===== src/rtl/effect_ram_arbiter.sv =====
// Round-robin arbiter between the effect engine (req0) and the sample/control streamer (req1)
// for the single-port effect register RAM; generates the RAM clock/strobe sequence itself.
module effect_ram_arbiter #(
  parameter int ADDR_W = 5,
  parameter int DATA_W = 32
) (
  input  logic              clk,
  input  logic              reset,
  input  logic              req0_valid,
  input  logic              req0_write,
  input  logic [ADDR_W-1:0] req0_addr,
  input  logic [DATA_W-1:0] req0_wdata,
  output logic              req0_ready,
  output logic              req0_done,
  output logic [DATA_W-1:0] req0_rdata,
  input  logic              req1_valid,
  input  logic              req1_write,
  input  logic [ADDR_W-1:0] req1_addr,
  input  logic [DATA_W-1:0] req1_wdata,
  output logic              req1_ready,
  output logic              req1_done,
  output logic [DATA_W-1:0] req1_rdata,
  input  logic [DATA_W-1:0] loc_readdata,
  output logic [DATA_W-1:0] loc_writedata,
  output logic [ADDR_W-1:0] loc_ramaddress,
  output logic              loc_ramclk,
  output logic              loc_ramread,
  output logic              loc_ramwrite
);

  typedef enum logic [1:0] {
    IDLE    = 2'd0,
    SETUP   = 2'd1,
    STROBE  = 2'd2,
    RELEASE = 2'd3
  } state_t;

  state_t              state_q, state_d;
  logic                last_grant_q, last_grant_d;
  logic                gnt_q, gnt_d;
  logic                write_q, write_d;
  logic [ADDR_W-1:0]   addr_q, addr_d;
  logic [DATA_W-1:0]   wdata_q, wdata_d;
  logic [DATA_W-1:0]   rdata0_q, rdata0_d;
  logic [DATA_W-1:0]   rdata1_q, rdata1_d;
  logic                win1;

  always_ff @(posedge clk or negedge reset) begin
    if (!reset) begin
      state_q      <= IDLE;
      last_grant_q <= 1'b1;
      gnt_q        <= 1'b0;
      write_q      <= 1'b0;
      addr_q       <= '0;
      wdata_q      <= '0;
      rdata0_q     <= '0;
      rdata1_q     <= '0;
    end else begin
      state_q      <= state_d;
      last_grant_q <= last_grant_d;
      gnt_q        <= gnt_d;
      write_q      <= write_d;
      addr_q       <= addr_d;
      wdata_q      <= wdata_d;
      rdata0_q     <= rdata0_d;
      rdata1_q     <= rdata1_d;
    end
  end

  // On a tie the requester that was not granted last time wins.
  assign win1 = req1_valid && (!req0_valid || !last_grant_q);

  always_comb begin
    state_d      = state_q;
    last_grant_d = last_grant_q;
    gnt_d        = gnt_q;
    write_d      = write_q;
    addr_d       = addr_q;
    wdata_d      = wdata_q;
    rdata0_d     = rdata0_q;
    rdata1_d     = rdata1_q;
    req0_ready   = 1'b0;
    req1_ready   = 1'b0;
    req0_done    = 1'b0;
    req1_done    = 1'b0;
    loc_ramclk   = 1'b0;
    loc_ramread  = 1'b0;
    loc_ramwrite = 1'b0;

    case (state_q)
      IDLE: begin
        if (reset && (req0_valid || req1_valid)) begin
          req0_ready   = !win1;
          req1_ready   = win1;
          gnt_d        = win1;
          last_grant_d = win1;
          write_d      = win1 ? req1_write : req0_write;
          addr_d       = win1 ? req1_addr  : req0_addr;
          wdata_d      = win1 ? req1_wdata : req0_wdata;
          state_d      = SETUP;
        end
      end
      SETUP: begin
        loc_ramwrite = write_q;
        loc_ramread  = !write_q;
        state_d      = STROBE;
      end
      STROBE: begin
        loc_ramclk   = 1'b1;
        loc_ramwrite = write_q;
        loc_ramread  = !write_q;
        if (!write_q) begin
          if (gnt_q) rdata1_d = loc_readdata;
          else       rdata0_d = loc_readdata;
        end
        state_d = RELEASE;
      end
      RELEASE: begin
        req0_done = !gnt_q;
        req1_done = gnt_q;
        state_d   = IDLE;
      end
      default: state_d = IDLE;
    endcase
  end

  assign loc_ramaddress = addr_q;
  assign loc_writedata  = wdata_q;
  assign req0_rdata     = rdata0_q;
  assign req1_rdata     = rdata1_q;

endmodule


===== config.mk =====
export PLATFORM = sky130hd
export DESIGN_NAME = effect_ram_arbiter
export DESIGN_NICKNAME = d
export VERILOG_FILES = /design/src/rtl/effect_ram_arbiter.sv
export SDC_FILE = /design/constraint.sdc
export NUM_CORES = 1
export LEC_CHECK = 0
export CAP_MARGIN = 30
export CORE_ASPECT_RATIO = 0.6
export CORE_UTILIZATION = 40
export CTS_CLUSTER_SIZE = 20
export DETAILED_ROUTE_END_ITERATION = 12
export GPL_ROUTABILITY_DRIVEN = 0
export PLACE_DENSITY_LB_ADDON = 0.2
export SETUP_SLACK_MARGIN = 0.1
export SYNTH_ARGS = -nofsm -noshare
export SYNTH_HDL_FRONTEND = slang
export SYNTH_SLANG_ARGS = --single-unit

===== constraint.sdc =====
create_clock -name clk -period 2.02 [get_ports clk]
set_clock_uncertainty 0.2 [all_clocks]
set_input_delay 0.505 -clock clk [delete_from_list [all_inputs] [get_ports clk]]
set_output_delay 0.505 -clock clk [all_outputs]
set_load 0.01 [all_outputs]

==> results <==
- The run finished, with violations left.
- The final reports fail on setup timing.
- The most used flip-flop cell after synthesis is sky130_fd_sc_hd__dfrtp_1.
- The routed via count is around 3700.
- The cell sitting at the root of the clock tree is a sky130_fd_sc_hd__clkbuf_16.
- Of the post-synthesis cell area, the dominant cell type holds 59.6%.
- The antenna violation net count after detailed routing is 0.
- The clock tree from TritonCTS is yes.
- By area the synthesized netlist is led by sky130_fd_sc_hd__dfrtp_1, sky130_fd_sc_hd__mux2_2, sky130_fd_sc_hd__a21oi_1.
- Dividing the final minimum period by the clock period gives 101%.
- The via density per instance is 4.98.
- The worst hold path class is primary input to async pin.
- The finished cells cover between 7000 and 8000 µm².
- The die is 138 µm wide.
- In this run, the number of DRC markers left after iteration 0 of detailed routing was 137.
- The startpoint identified for the worst register-to-register timing path is state_q[0].
- The clock slew seen by the registers of the worst setup and hold paths is around 70 ps.
- The iteration count of the initial detailed-routing pass is 4.
- In this run, synthesis produced a sequential element count of 106.
- The overall routing resource usage is approximately 22%.
- The power per unit of standard cell area is 1470 nW/µm².
- The count of filler cells inserted in the layout is 840.
- In the synthesized netlist, the cells that appear most often are sky130_fd_sc_hd__dfrtp_1, sky130_fd_sc_hd__a21oi_1, sky130_fd_sc_hd__mux2_2.
- The number of flops mapped to enable cells by yosys is 0.
- The initial antenna violation count was 0.
- Clock tree synthesis found a total of between 100 and 150 sinks.
- The number of cells on the worst reg-to-reg path is 6.
- VDD sags by at most 767 µV.
- The count of max-cap constraint violations is 0.
- Summing all placed instances gives a cell area of 6810 µm².
- The most common cell in the netlist is sky130_fd_sc_hd__dfrtp_1.
- During placement, the flow inserted port buffers numbering 219.
- The number of endpoints with negative hold slack in the final report came to 0.
- The number of global-route vias before repair is between 3000 and 4000.
- The first global-routing pass estimated 19.5 mm of wire.
- The critical path class is register to primary output.
- The number of warnings reported in the yosys synthesis log is 0.
- The register area share after synthesis is 60.2%.
- The pin count of the biggest net entering global routing is 107.
- Of the cells placed in the final design, the portion with a size suffix greater than 1 is 20.0%.
- Timing would allow up to 490 MHz.
- The actual transition at the worst max-transition pin is 591 ps.
- The count of cell types in the netlist is 24.
- 0 antenna diodes ended up in the layout.
- The maximum number of buffers from clock root to sink is 2.
- The I/O pin total is 220.
- In this run the core area contains 29 standard-cell rows.
- The die covers 11500 µm².
- The least setup slack across all paths after layout is -21.6 ps.
- The final layout contains roughly 710 nets.
- The total power consumption of the routed design is about 11 mW.
- The slack of the worst reg-to-reg path is about 80 ps.
- The total nets after synthesis is 483.
- The region available for standard cell placement spans 10600 µm².
- Setup repair after global routing could not meet its margin everywhere.
- Each instance of the synthesized netlist takes up on average 12.0 µm².
- The relative slew slack is 60.6%.
- The worst setup path is captured at a primary output.
- The area growth from synthesis to layout is 62.6%.
- The total count of max-transition violations in the final report is 0.
- The total clock buffers created by CTS is 9.
- Counting I/O delays and the setup requirement, the final critical path takes 2040 ps.
- The insertion delay of the later-clocked pin in the worst-skew pair is between 300 and 400 ps.
- The final routed wirelength across all metal layers is 12.7 mm.
- The final sum of negative setup slack is -47.1 ps.
- The die is 83.3 µm tall.
- The number of H-tree levels is 3.
- The total grt overflow is 0.
- Setup violations remaining at the end of the flow were counted as 4.
- The number of cells in the finished layout apart from fillers is 739.
- The initial utilization of the core area, before any placement, comes to around 41%.
- After synthesis the cells add up to roughly 4400 µm².
- The arrival time reported for the critical path endpoint is 1340 ps.
- The peak fanout along the critical path is 3.
- STA classifies the critical path startpoint as a register.
- The wire-length estimate of the detail-placed layout is between 8 and 9 mm.
- The critical path starts at state_q[1].
- The total of hold buffers inserted after clock tree synthesis is 0.
- The library cell occupying the most area in the post-synthesis netlist is sky130_fd_sc_hd__dfrtp_1.
- The required time of the critical path is 1310 ps.
- In this run the critical register-to-register path is captured at req0_rdata[28].
- The share of flip-flops with an asynchronous set or reset after synthesis is 100%.
- In the routed design, unresolved DRC markers number 0.
- In this run the static leakage power is 3.29 nW.
- In the final routed layout, each cell accounts on average for 17.1 µm.
- After technology mapping, the gate count stands at 368.
- The capture point of the worst path is req1_done.
- OpenSTA, run right after detailed placement, puts the worst setup slack at -671 ps.
- The placed instance count is approximately 720.
-- cell type report --
cell class	count	area, µm²	share of cell area [%]
sequential	106	2650	37.0
clock buffer	10	239	3.33
tap	139	174	2.42
inverter	2	7.51	0.105
clock inverter	5	78.8	1.10
timing repair buffer	239	2260	31.6
multi-input combinational	238	1760	24.5
-- registers in the layout, summed over array words and instances, names as in the netlist --
register	count
gnt_q	1
last_grant_q	1
req0_rdata	32
loc_writedata	32
state_q	2
req1_rdata	32
write_q	1
loc_ramaddress	5
-- through the flow --
stage	hold slack [ps]	util [%]
6_report	175	67.5
5_1_grt	271	67.5
4_1_cts	247	66.0
3_5_place_dp	281	64.1
3_3_place_gp	268	64.1
2_1_floorplan	9.41	-
-- report_power, final --
group          total, mW  internal [mW]  switching, mW
clock               1.86           1.11          0.744
sequential          3.77           3.22          0.553
combinational       4.93           2.72           2.21
-- critical path, stage by stage, from the launching register on --
cell	delay (ps)
sky130_fd_sc_hd__dfrtp_1	390
sky130_fd_sc_hd__buf_4	160
sky130_fd_sc_hd__ha_2	170
sky130_fd_sc_hd__and2_1	140
sky130_fd_sc_hd__buf_2	140
-- layer usage --
metal  track usage, %  wire length (µm)  up-vias
met5                0                 0        -
met4             6.09               164        0
met3             7.94              1090       15
met2             36.5              5880      141
met1             27.7              5530     1818
li1                 -                 -     1703
-- how the worst min path moves through the flow --
stage	endpoint	from
after global placement	req0_rdata[1]	req0_rdata[1]
final	gnt_q	reset
after floorplan	gnt_q	reset
after global routing	loc_writedata[4]	reset
after detailed placement	req0_rdata[2]	req0_rdata[2]
after CTS	gnt_q	reset
-- layout by cell type, fill, tap and decap left out, types with 3 or more instances in the layout --
cell type,count
sky130_fd_sc_hd__nor2_1,39
sky130_fd_sc_hd__buf_4,16
sky130_fd_sc_hd__mux2_4,32
sky130_fd_sc_hd__mux2_2,30
sky130_fd_sc_hd__buf_6,3
sky130_fd_sc_hd__dfrtp_1,105
sky130_fd_sc_hd__dlygate4sd2_1,101
sky130_fd_sc_hd__buf_12,5
sky130_fd_sc_hd__mux2_1,3
sky130_fd_sc_hd__nand2_1,39
sky130_fd_sc_hd__a21oi_1,76
sky130_fd_sc_hd__clkdlybuf4s50_1,108
sky130_fd_sc_hd__clkbuf_16,9
sky130_fd_sc_hd__buf_2,4
-- timing repair --
| item | CTS | global route |
|---|---|---|
| endpoints found under the setup margin | 141 | 42 |
| gates resized for setup | 141 | 38 |
| pin swaps | 3 | 2 |
| buffers inserted | 1 | 1 |
-- kinds of logic after synthesis --
family                     Yosys count  share of synthesized area (%)
DFF                                106                           60.2
buffers and inverters               24                           3.91
adders and majority gates            3                          0.851
muxes                               65                           16.6
and+or+nand+nor                     86                           8.26
AOI/OAI and AO/OA                   84                           10.2
No activity file was read; power rests on OpenSTA's default activity.
